File: config.mk
export PLATFORM = sky130hd
export DESIGN_NAME = spi_word_transceiver
export DESIGN_NICKNAME = d
export VERILOG_FILES = /design/src/rtl/spi_word_transceiver.sv
export SDC_FILE = /design/constraint.sdc
export NUM_CORES = 1
export LEC_CHECK = 0
export ABC_AREA = 1
export BUFFER_PORTS_ARGS = -buffer_cell sky130_fd_sc_hd__buf_4
export CAP_MARGIN = 20
export CORE_MARGIN = 2
export CORE_UTILIZATION = 42
export CTS_CLUSTER_SIZE = 8
export DETAILED_ROUTE_END_ITERATION = 7
export HOLD_SLACK_MARGIN = 0.12
export PLACE_DENSITY = 0.58
export SETUP_SLACK_MARGIN = 0.1
export SLEW_MARGIN = 20
export SYNTH_ARGS = -nofsm -noshare
export SYNTH_HDL_FRONTEND = slang
export SYNTH_SLANG_ARGS = --single-unit
File: constraint.sdc
create_clock -name CLK -period 2.7 [get_ports CLK]
set_input_delay 0.81 -clock CLK [delete_from_list [all_inputs] [get_ports CLK]]
set_output_delay 0.81 -clock CLK [all_outputs]
set_load 0.02 [all_outputs]
File: src/rtl/spi_word_transceiver.sv
// rtl/spi_word_transceiver.sv - SPI mode 0 slave word layer: pin synchroniser, MOSI deserialiser, MISO serialiser.
module spi_word_transceiver #(
   parameter int word_bits = 16
) (
   input  logic                 CLK,
   input  logic                 resetn,
   input  logic                 SCK,
   input  logic                 CS,
   input  logic                 MOSI,
   output logic                 MISO,
   input  logic [word_bits-1:0] word_send_data,
   output logic [word_bits-1:0] word_data_received,
   output logic                 word_received
);

   localparam int cnt_w = (word_bits > 2) ? $clog2(word_bits) : 1;
   localparam logic [cnt_w-1:0] last_bit = cnt_w'(word_bits - 1);

   logic sck_s1, sck_s2, sck_s3;
   logic cs_s1, cs_s2, cs_s3;
   logic mosi_s1, mosi_s2;

   logic [word_bits-2:0] rx_shift;
   logic [word_bits-1:0] rx_next;
   logic [word_bits-1:0] tx_shift;
   logic [word_bits-1:0] tx_next;
   logic [cnt_w-1:0]     bit_cnt;
   logic                 reload_pending;

   logic sck_rise, sck_fall, cs_fall;

   assign sck_rise = sck_s2 & ~sck_s3;
   assign sck_fall = ~sck_s2 & sck_s3;
   assign cs_fall  = ~cs_s2 & cs_s3;
   assign rx_next  = {rx_shift, mosi_s2};

   // Next tx value is computed here so MISO can be registered without lagging tx_shift.
   always_comb begin
      tx_next = tx_shift;
      if (!cs_s2) begin
         if (cs_fall)
            tx_next = word_send_data;
         else if (sck_fall)
            tx_next = reload_pending ? word_send_data : {tx_shift[word_bits-2:0], 1'b0};
      end
   end

   always_ff @(posedge CLK or negedge resetn) begin
      if (!resetn) begin
         sck_s1             <= 1'b0;
         sck_s2             <= 1'b0;
         sck_s3             <= 1'b0;
         cs_s1              <= 1'b1;
         cs_s2              <= 1'b1;
         cs_s3              <= 1'b1;
         mosi_s1            <= 1'b0;
         mosi_s2            <= 1'b0;
         rx_shift           <= '0;
         tx_shift           <= '0;
         bit_cnt            <= '0;
         reload_pending     <= 1'b0;
         word_data_received <= '0;
         word_received      <= 1'b0;
         MISO               <= 1'b0;
      end else begin
         sck_s1   <= SCK;
         sck_s2   <= sck_s1;
         sck_s3   <= sck_s2;
         cs_s1    <= CS;
         cs_s2    <= cs_s1;
         cs_s3    <= cs_s2;
         mosi_s1  <= MOSI;
         mosi_s2  <= mosi_s1;
         tx_shift <= tx_next;
         MISO     <= ~cs_s2 & tx_next[word_bits-1];

         // Deselected (including the cs_rise cycle) discards any partial word.
         if (cs_s2 || cs_fall) begin
            bit_cnt        <= '0;
            reload_pending <= 1'b0;
         end else begin
            if (sck_rise) begin
               rx_shift <= rx_next[word_bits-2:0];
               if (bit_cnt == last_bit) begin
                  word_data_received <= rx_next;
                  word_received      <= 1'b1;
                  bit_cnt            <= '0;
                  reload_pending     <= 1'b1;
               end else begin
                  bit_cnt <= bit_cnt + 1'b1;
                  if (bit_cnt == '0)
                     word_received <= 1'b0;
               end
            end
            if (sck_fall)
               reload_pending <= 1'b0;
         end
      end
   end

endmodule

==> run metrics, run 1 <==
run status=completed; syn avg cell area=~9.2 µm²; drt first pass iters=4; PortBufs=38; Die ar.=roughly 7200 µm²; CP bufs+invs=1; sequential area share after synthesis=between 50% and 60%; GPL Wtd Cong=0.792; Util after Layout=around half; arrival time worst endpoint=about 0.9 ns; number of I/O pins=39; CTS sink cnt=62; WL/cell=between 10 and 15 µm; Final min period=roughly 1.7 ns; initial antenna violation count=0; Synth top area share=53.4%; slowest CP cell=dfrtp_1; main area contributors after synthesis=dfrtp_1 (53%), nand2_1 (10%), inv_1 (7.6%); met2 wire len=2040 µm; clk_skew=just under 0.005 ns; Required @ worst endpoint=approximately 1.9 ns; Final WS setup=roughly 1.0 ns; Setup crit end kind=output port; worst hold slack=around 0.35 ns; RSZ-0062 raised after global routing=no; Reg power frac=between 40% and 50%; period utilization=between 60% and 70%; Netlist Area Pre-Place=around 2800 µm²; final routed DRC violation total=0; Metal-1 WL=2500 µm; CTS buffer count=9; DR vias=1911; Mapped Cells=299; fillers=591; fin nets=365; Die H=about 85 µm; CP Launch Type=register; Yosys top cell by area=dfrtp_1; Initial Utilization=43.5%; dpl hpwl=about 3300 µm; CTS H-Tree Depth=3; EDFF count, synth=0; Max stage delay on crit path=0.40 ns; vias in the first global route=around 1.9k; Hold Violations, Final=0; n_diodes=0; Top Metal Used=met4; P_sw=498 µW; internal power=roughly 1600 µW; relative slew slack=49.5%; core box area=roughly 6300 µm²; Max Buffers Root-to-Sink=2; final max-slew violation count=0; clk slew on worst S/H paths=roughly 0.070 ns; maximum vdd drop=0.287 mV; pre-CTS setup slack=approximately 1.0 ns; commonest cells in the netlist=nand2_1 (74), dfrtp_1 (59), inv_1 (56), o21ai_0 (30), nand3_1 (22); Max Fclk=approximately 590 MHz; Syn. warnings=0; Setup-failing EPs final=0; MaxCap Viol Count=0; combinational power share=a little under a tenth; distinct cell type count after synthesis=24; Leak=around 0.0017 µW; GRT Residual Overflow=0; top-count cell post-synth=nand2_1; DR WL met3=258 µm; Hold WC Path Type=reg2reg; flops & latches, synth=slightly above 60; Synth Flop Type=dfrtp_1; share of layout cells above drive strength 1=25.3%; Clock power frac=41.7%; # hold bufs at CTS=0; first-pass GRT wire length=~8700 µm; area delta synth->final=19.0%; WS Path Type=reg2out; Row Count=29; asr flop ratio synth=100%; largest net degree at the start of global routing=63; drt first-iter violations=around 120; Final Non-Filler Cells=approximately 420; sw frac=23.9%; Post-CTS Setup Inserts=0; Root Driver=clkbuf_8; DRT antenna net count=0; final setup TNS=0 ns; CTS tree=done; Clock Latency Late Sink=around 0.33 ns; via/cell ratio=between 4 and 5; Total GRT Usage=between 10% and 20%; CTS resizes=0; Syn Nets=325; Crit path max-delay family=flip-flops; WL final=approximately 4900 µm; Power per Cell Area=between 600 and 700 nW/µm²; critical-path cell list=buf_4; die width=85.1 µm; critical path fanouts, max=2; placed cells=405; worst-margin pin slew=approximately 0.76 ns
[cells in the final DEF, fill, tap and decap left out]
cell type / Yosys / final
o21ai_2: 16 / 16
inv_2: 1 / 1
nor2_1: 1 / 1
o211a_1: 1 / 1
clkinv_4: 0 / 1
nand2_4: 5 / 5
o21ai_1: 5 / 5
ha_1: 5 / 5
clkinv_2: 0 / 2
a21oi_1: 2 / 2
clkbuf_8: 0 / 9
o22ai_1: 1 / 1
inv_4: 4 / 4
dfstp_2: 3 / 3
nand2_1: 74 / 74
inv_1: 56 / 56
clkinvlp_4: 0 / 1
bufinv_16: 0 / 2
buf_4: 2 / 39
nand3_1: 22 / 22
clkbuf_1: 1 / 1
nor2_2: 1 / 1
nand2_2: 1 / 1
dfrtp_1: 59 / 59
o21ai_4: 1 / 1
nor2_4: 1 / 1
o21ai_0: 30 / 30
[through the flow]
step | power (µW) | instance area [µm²]
after floorplan | 1160 | 2770
after global placement | 1230 | 3080
after detailed placement | 1240 | 3080
after CTS | 2120 | 3290
after global routing | 2210 | 3290
final | 2080 | 3290
[power by group through the flow]
stage          clock network, µW  logic (µW)  registers (µW)
5_1_grt                      952         227            1030
4_1_cts                      895         197            1020
2_1_floorplan                  0         129            1030
3_5_place_dp                   0         196            1040
6_report                     868         191            1020
3_3_place_gp                   0         193            1040
[logic make-up (layout without fill, tap and decap cells)]
group | count (synthesis) | after routing | share of synthesized area, %
AOI/OAI and AO/OA | 56 | 56 | 12.9
buffers and inverters | 71 | 116 | 11.5
and+or+nand+nor | 105 | 105 | 17.1
DFF | 62 | 62 | 56.2
adders and majority gates | 5 | 5 | 2.26
[state kept, by name, summed over array words and instances (netlist names)]
register,count
MISO,1
bit_cnt,4
cs_s1,1
cs_s2,1
cs_s3,1
mosi_s1,1
mosi_s2,1
reload_pending,1
rx_shift,15
sck_s1,1
sck_s2,1
sck_s3,1
tx_shift,16
word_data_received,16
word_received,1
[path summary, 6_finish.rpt]
kind	cells past startpoint	start	to	slack, ns
setup / recovery	1	word_data_received[4]	word_data_received[4]	1.0
hold / removal	0	mosi_s1	mosi_s2	0.35
setup reg to reg	7	sck_s3	rx_shift[5]	1.06
hold reg to reg	0	mosi_s1	mosi_s2	0.35
max in group asynchronous	1	resetn	sck_s3	1.65
min in group asynchronous	1	resetn	tx_shift[8]	0.54
[final cells by class]
cell class,count,area (µm²),share of cell area (%)
inverter,61,239,7.27
clock inverter,6,86.3,2.62
clock buffer,10,128,3.88
tap,77,96.3,2.93
sequential,62,1560,47.3
multi-input combinational,166,892,27.1
timing repair buffer,39,293,8.90
[per-layer routing]
| layer | up-vias | track usage [%] |
|---|---|---|
| li1 | 998 | - |
| met1 | 872 | 22.8 |
| met2 | 37 | 20.2 |
| met3 | 4 | 5.84 |
| met4 | 0 | 6.49 |
| met5 | - | 0 |
(Power assumes the default switching activity.)
==> inputs of run 2 (changes only) <==
--- a/config.mk
+++ b/config.mk
@@ -13,7 +13,7 @@
 export CTS_CLUSTER_SIZE = 8
 export DETAILED_ROUTE_END_ITERATION = 7
 export HOLD_SLACK_MARGIN = 0.12
-export PLACE_DENSITY = 0.58
+export PLACE_DENSITY = 0.6
 export SETUP_SLACK_MARGIN = 0.1
 export SLEW_MARGIN = 20
 export SYNTH_ARGS = -nofsm -noshare
==> constraint.sdc (replaced) <==
create_clock -name CLK -period 1.35 [get_ports CLK]
set_input_delay 0.405 -clock CLK [delete_from_list [all_inputs] [get_ports CLK]]
set_output_delay 0.405 -clock CLK [all_outputs]
set_load 0.02 [all_outputs]
==> run metrics, run 2 (synthesis gave the netlist of run 1 again) <==
Max Buffers Root-to-Sink=2 (unchanged); pre-CTS setup slack=-0.0111 ns (was 1.03 ns); core box area=6350 µm² (unchanged); run status=completed (unchanged); maximum vdd drop=0.642 mV (was 0.287 mV); share of layout cells above drive strength 1=31.4% (was 25.3%); Clock Latency Late Sink=0.34 ns (was 0.33 ns); vias in the first global route=2114 (was 1857); CP Launch Type=register (unchanged); Root Driver=clkbuf_8 (unchanged); slowest CP cell=dfstp_2 (was dfrtp_1); most frequent cells in the layout=nand2_1 (74), dfrtp_1 (59), inv_1 (55) (was nand2_1 (74), dfrtp_1 (59), inv_1 (56)); Hold WC Path Type=in2reg (was reg2reg); Power per Cell Area=1100 nW/µm² (was 633 nW/µm²); Util after Layout=57.9% (was 51.8%); Die ar.=7250 µm² (unchanged); DR vias=2038 (was 1911); fin nets=390 (was 365); CTS tree=done (unchanged); Total GRT Usage=15.7% (was 15.4%); Most common cell on crit path=inv_4; GPL Wtd Cong=0.741 (was 0.792); DRT antenna net count=0 (unchanged); worst-margin pin slew=0.328 ns (was 0.757 ns); Final min period=between 1 and 1.5 ns; PortBufs=38 (unchanged); Setup crit end kind=register (was output port); arrival time worst endpoint=1.58 ns (was 0.89 ns); GRT Residual Overflow=0 (unchanged); CTS sink cnt=62 (unchanged); dpl hpwl=3220 µm (was 3270 µm); CTS H-Tree Depth=3 (unchanged); WS Path Type=reg2reg (was reg2out); final routed DRC violation total=0 (unchanged); Hold Violations, Final=0 (unchanged); total power=4050 µW (was 2080 µW); WL/cell=11.4 µm (was 11.6 µm); first-pass GRT wire length=9070 µm (was 8690 µm); Initial Utilization=43.5% (unchanged); Final Non-Filler Cells=446 (was 421); fillers=543 (was 591); register area=1560 µm² (unchanged); Max stage delay on crit path=0.55 ns (was 0.40 ns); area delta synth->final=32.9% (was 19.0%); drt first pass iters=4 (unchanged); period utilization=between 90% and 100%; Leak=0.00185 µW (was 0.00169 µW); critical-path cell list=inv_4 > nand2_4 > inv_4 > nand2_4 > nor2_4 > inv_4 > buf_12 > nand2_1 > o21ai_2 (was buf_4); initial antenna violation count=0 (unchanged); Final WS setup=0.0324 ns (was 1.00 ns); clk slew on worst S/H paths=0.07 ns (about the same); n_diodes=0 (unchanged); Top Registers=tx_shift: 16 flops, word_data_received: 16 flops, rx_shift: 15 flops (unchanged); RSZ-0062 raised after global routing=yes (was no); placed cells=415 (was 405); largest net degree at the start of global routing=63 (unchanged); Required @ worst endpoint=1.61 ns (was 1.89 ns); final max-slew violation count=0 (unchanged); critical path fanouts, max=14 (was 2); drt first-iter violations=96 (was 121); MaxCap Viol Count=0 (unchanged); WL final=5070 µm (was 4870 µm); via/cell ratio=4.57 (was 4.54); number of I/O pins=39 (unchanged); Setup-failing EPs final=0 (unchanged); relative slew slack=78.1% (was 49.5%); commonest non-fill, non-tap cell in the layout=nand2_1 (unchanged); Row Count=29 (unchanged); area of the multi-input gates=938 µm² (was 892 µm²); CTS buffer count=9 (unchanged); area post-placement=3230 µm² (was 3080 µm²); Max Fclk=~760 MHz; clk_skew=0.00814 ns (was 0.00491 ns); Die H=85.1 µm (unchanged); post-route cell area=3670 µm² (was 3290 µm²); die width=85.1 µm (unchanged)
[run 2: cell count changes in the layout (fill, tap and decap cells not counted), moves of 3 or more]
| cell | change |
|---|---|
| o21ai_0 | -8 |
| buf_12 | +6 |
| o21ai_1 | +7 |
| buf_4 | -3 |
| buf_6 | +20 |
[run 2: power by group]
part | internal [µW] | total [µW] | switching [µW]
logic | 184 | 448 | 264
clock network | 845 | 1560 | 719
registers | 1990 | 2040 | 49.7
[run 2: critical path: cells and delay by family (launching register included)]
family	cells	cell delay (ns)
DFF	1	0.55
buffers and inverters	4	0.39
and+or+nand+nor	4	0.27
AOI/OAI and AO/OA	1	0.05
[run 2: worst paths after layout]
check / slack, ns / to / start / depth (start not counted)
setup / recovery: 0.03 / word_data_received[13] / cs_s2 / 9
hold / removal: 0.17 / mosi_s1 / MOSI / 1
setup reg to reg: 0.03 / word_data_received[13] / cs_s2 / 9
hold reg to reg: 0.35 / mosi_s2 / mosi_s1 / 0
max in group asynchronous: 0.46 / cs_s1 / resetn / 3
min in group asynchronous: 0.60 / tx_shift[5] / resetn / 3
[run 2: cell type report]
class                      count  area share, %
clock inverter                 6           1.70
clock buffer                  10           3.47
timing repair buffer          64           17.8
tap                           77           2.62
inverter                      61           6.57
multi-input combinational    166           25.5
sequential                    62           42.3
[run 2: stage by stage]
step,hold WS (ns),setup TNS [ns]
floorplan,0.109,0
global placement,0.333,0
detailed placement,0.335,-0.0159
CTS,0.150,0
global route,0.150,-0.594
finish,0.174,0
[run 2: timing repair]
item | CTS | global route
pin swaps | 0 | 0
gates cloned | 1 | 0
hold buffers | 1 | 0
endpoints found under the setup margin | 65 | 69
buffers inserted | 8 | 5
hold endpoints to repair | 59 | 0
gates resized for setup | 24 | 14
[run 2: routing by layer]
layer	global-route usage, %	vias to the layer above	wire (µm)
li1	-	1052	-
met1	20.1	939	2370
met2	24.3	36	2330
met3	4.28	11	255
met4	8.80	0	118
met5	0	-	0
==> inputs of run 3 (changes only) <==
--- a/config.mk
+++ b/config.mk
@@ -5,7 +5,6 @@
 export SDC_FILE = /design/constraint.sdc
 export NUM_CORES = 1
 export LEC_CHECK = 0
-export ABC_AREA = 1
 export BUFFER_PORTS_ARGS = -buffer_cell sky130_fd_sc_hd__buf_4
 export CAP_MARGIN = 20
 export CORE_MARGIN = 2
==> run metrics, run 3 <==
PortBufs=38 (unchanged); RSZ-0062 raised after global routing=yes (unchanged); core box area=5890 µm² (was 6350 µm²); clk_skew=0.00677 ns (was 0.00814 ns); Setup crit end kind=register (unchanged); met2 wire len=2440 µm (was 2330 µm); drt first pass iters=4 (unchanged); worst-margin pin slew=0.276 ns (was 0.328 ns); CTS sink cnt=62 (unchanged); Netlist Area Pre-Place=2550 µm² (was 2770 µm²); worst reg2reg setup slack=-0.16 ns (was 0.03 ns); flops & latches, synth=62 (unchanged); maximum vdd drop=0.704 mV (was 0.642 mV); Max Buffers Root-to-Sink=2 (unchanged); commonest non-fill, non-tap cell in the layout=dfrtp_1 (was nand2_1); Clock Latency Late Sink=0.34 ns (about the same); WL/cell=15.2 µm (was 11.4 µm); Row Count=28 (was 29); Power per Cell Area=1070 nW/µm² (was 1100 nW/µm²); WL final=5280 µm (was 5070 µm); Synth top area share=58.0% (was 53.4%); Max Fclk=662 MHz (was 759 MHz); Synth Flop Type=dfrtp_1 (unchanged); GRT Residual Overflow=0 (unchanged); sequential area share after synthesis=61.1% (was 56.2%); vias in the first global route=1736 (was 2114); die width=81.9 µm (was 85.1 µm); top-count cell post-synth=dfrtp_1 (was nand2_1); distinct cell type count after synthesis=31 (was 24); DR vias=1704 (was 2038); relative slew slack=81.6% (was 78.1%); placed cells=315 (was 415); clk slew on worst S/H paths=0.07 ns (about the same); run status=finished with violations (was completed); fin nets=294 (was 390); dpl hpwl=3090 µm (was 3220 µm); n_diodes=0 (unchanged); main area contributors after synthesis=dfrtp_1 (58%), mux2_2 (14%), mux2i_1 (5.9%) (was dfrtp_1 (53%), nand2_1 (10%), inv_1 (7.6%)); area delta synth->final=51.5% (was 32.9%); final routed DRC violation total=0 (unchanged); total power=4120 µW (was 4050 µW); Final WS setup=-0.160 ns (was 0.0324 ns); final max-slew violation count=0 (unchanged); commonest cells in the netlist=dfrtp_1 (59), mux2_2 (32), nand2_1 (19), mux2i_1 (15), o21ai_0 (15) (was nand2_1 (74), dfrtp_1 (59), inv_1 (56), o21ai_0 (30), nand3_1 (22)); Syn Nets=216 (was 325); MaxCap Viol Count=0 (unchanged); Die H=81.9 µm (was 85.1 µm); pre-CTS setup slack=-0.142 ns (was -0.0111 ns); failing checks=negative setup slack; Syn. warnings=0 (unchanged); asr flop ratio synth=100% (unchanged); area post-placement=3150 µm² (was 3230 µm²); Clock power frac=34.5% (was 38.6%); Root Driver=clkbuf_8 (unchanged); Yosys top cell by area=dfrtp_1 (unchanged); Required @ worst endpoint=1.58 ns (was 1.61 ns); CTS tree=done (unchanged); most frequent cells in the layout=dfrtp_1 (59), buf_4 (35), mux2_4 (30), buf_6 (30), nand2_1 (15) (was nand2_1 (74), dfrtp_1 (59), inv_1 (55)); Initial Utilization=43.3% (was 43.5%); Leak=0.00187 µW (was 0.00185 µW); WS Path Type=reg2reg (unchanged); critical path fanouts, max=16 (was 14); P_sw=1100 µW (was 1030 µW); largest net degree at the start of global routing=23 (was 63); Hold Violations, Final=0 (unchanged); internal power=3020 µW (about the same); Metal-1 WL=2550 µm (was 2370 µm); combinational power share=13.9% (was 11.0%); Top Metal Used=met4 (unchanged); Total GRT Usage=17.2% (was 15.7%); Reg power frac=51.7% (was 50.4%); via/cell ratio=4.90 (was 4.57); Die ar.=6700 µm² (was 7250 µm²); DRT antenna net count=0 (unchanged); EDFF count, synth=0 (unchanged); Setup-failing EPs final=50 (was 0); number of I/O pins=39 (unchanged); period utilization=112% (was 97.6%); Hold WC Path Type=in2reg (unchanged); Top Registers=tx_shift: 16 flops, word_data_received: 16 flops, rx_shift: 15 flops (unchanged); Mapped Cells=190 (was 299); CTS H-Tree Depth=3 (unchanged); final setup TNS=-5.07 ns (was 0 ns); DR WL met3=166 µm (was 255 µm); CTS buffer count=9 (unchanged); arrival time worst endpoint=1.74 ns (was 1.58 ns); syn avg cell area=13.4 µm² (was 9.25 µm²); Final Non-Filler Cells=348 (was 446); CP Launch Type=register (unchanged); initial antenna violation count=0 (unchanged); sw frac=26.7% (was 25.5%); post-route cell area=3860 µm² (was 3670 µm²); drt first-iter violations=71 (was 96); Final min period=1.51 ns (was 1.32 ns); first-pass GRT wire length=8350 µm (was 9070 µm); share of layout cells above drive strength 1=58.6% (was 31.4%); GPL Wtd Cong=0.785 (was 0.741)
## run 3: cell types whose count changed in the layout (fill, tap and decap cells not counted), moves of 12 or more
cell | previous run | this run
inv_1 | 55 | 1
mux2_4 | 0 | 30
mux2i_1 | 0 | 12
nand2_1 | 74 | 15
nand3_1 | 21 | 0
o21ai_0 | 22 | 1
o21ai_2 | 17 | 3
## run 3: cell families (layout without fill, tap and decap cells)
group                      Yosys count  after routing  share of synthesized area [%]
DFF                                 62             62                           61.1
muxes                               47             47                           20.0
and+or+nand+nor                     35             35                           6.58
AOI/OAI and AO/OA                   28             28                           6.53
buffers and inverters               12             95                           3.00
adders and majority gates            5              5                           2.46
xor gates and xnor gates             1              1                          0.344
## run 3: worst max-delay path: stages, from the launching register on
cell and delay [ns]:
dfrtp_1 0.42, ha_4 0.18, nand2_4 0.05, nor3_4 0.21, buf_12 0.20, mux2_2 0.34
## run 3: power by group through the flow
stage / sequential (µW) / combinational, µW / clock, µW
floorplan: 2120 / 262 / 0
global placement: 2150 / 417 / 0
detailed placement: 2150 / 425 / 0
CTS: 2120 / 513 / 1450
global route: 2150 / 624 / 1550
finish: 2130 / 573 / 1420
## run 3: layout make-up
| class | instances | area [µm²] |
|---|---|---|
| fillers | 444 | 2030 |
| flip-flops and latches | 62 | 1560 |
| multi-input cells | 116 | 1230 |
| repair buffers | 74 | 781 |
| clock buffers | 9 | 124 |
| well taps | 75 | 93.8 |
| clock inverters | 7 | 50.0 |
| inverters | 5 | 23.8 |
## run 3: what timing repair did
item | CTS | global route
endpoints found under the setup margin | 68 | 70
endpoints found under the hold margin | 14 | 0
gates cloned | 3 | 0
setup buffers | 10 | 5
hold buffers | 1 | 0
pin swaps | 8 | 14
resized for setup | 60 | 48
## run 3: path summary, 6_finish.rpt
| check | startpoint | cells after the start | endpoint |
|---|---|---|---|
| setup / recovery | bit_cnt[0] | 5 | word_data_received[0] |
| hold / removal | MOSI | 1 | mosi_s1 |
| setup reg to reg | bit_cnt[0] | 5 | word_data_received[0] |
| hold reg to reg | sck_s1 | 0 | sck_s2 |
| max in group asynchronous | resetn | 3 | cs_s1 |
| min in group asynchronous | resetn | 2 | tx_shift[11] |
## run 3: through the flow
| step | hold WS, ns | util (%) |
|---|---|---|
| 6_report | 0.173 | 65.6 |
| 5_1_grt | 0.156 | 65.6 |
| 4_1_cts | 0.159 | 61.8 |
| 3_5_place_dp | 0.284 | 53.5 |
| 3_3_place_gp | 0.283 | 53.5 |
| 2_1_floorplan | 0.109 | - |
## run 3: routing by layer
metal,up-vias,global-route usage (%)
met3,13,4.29
li1,814,-
met2,27,26.3
met4,0,8.50
met1,850,22.8
met5,-,0
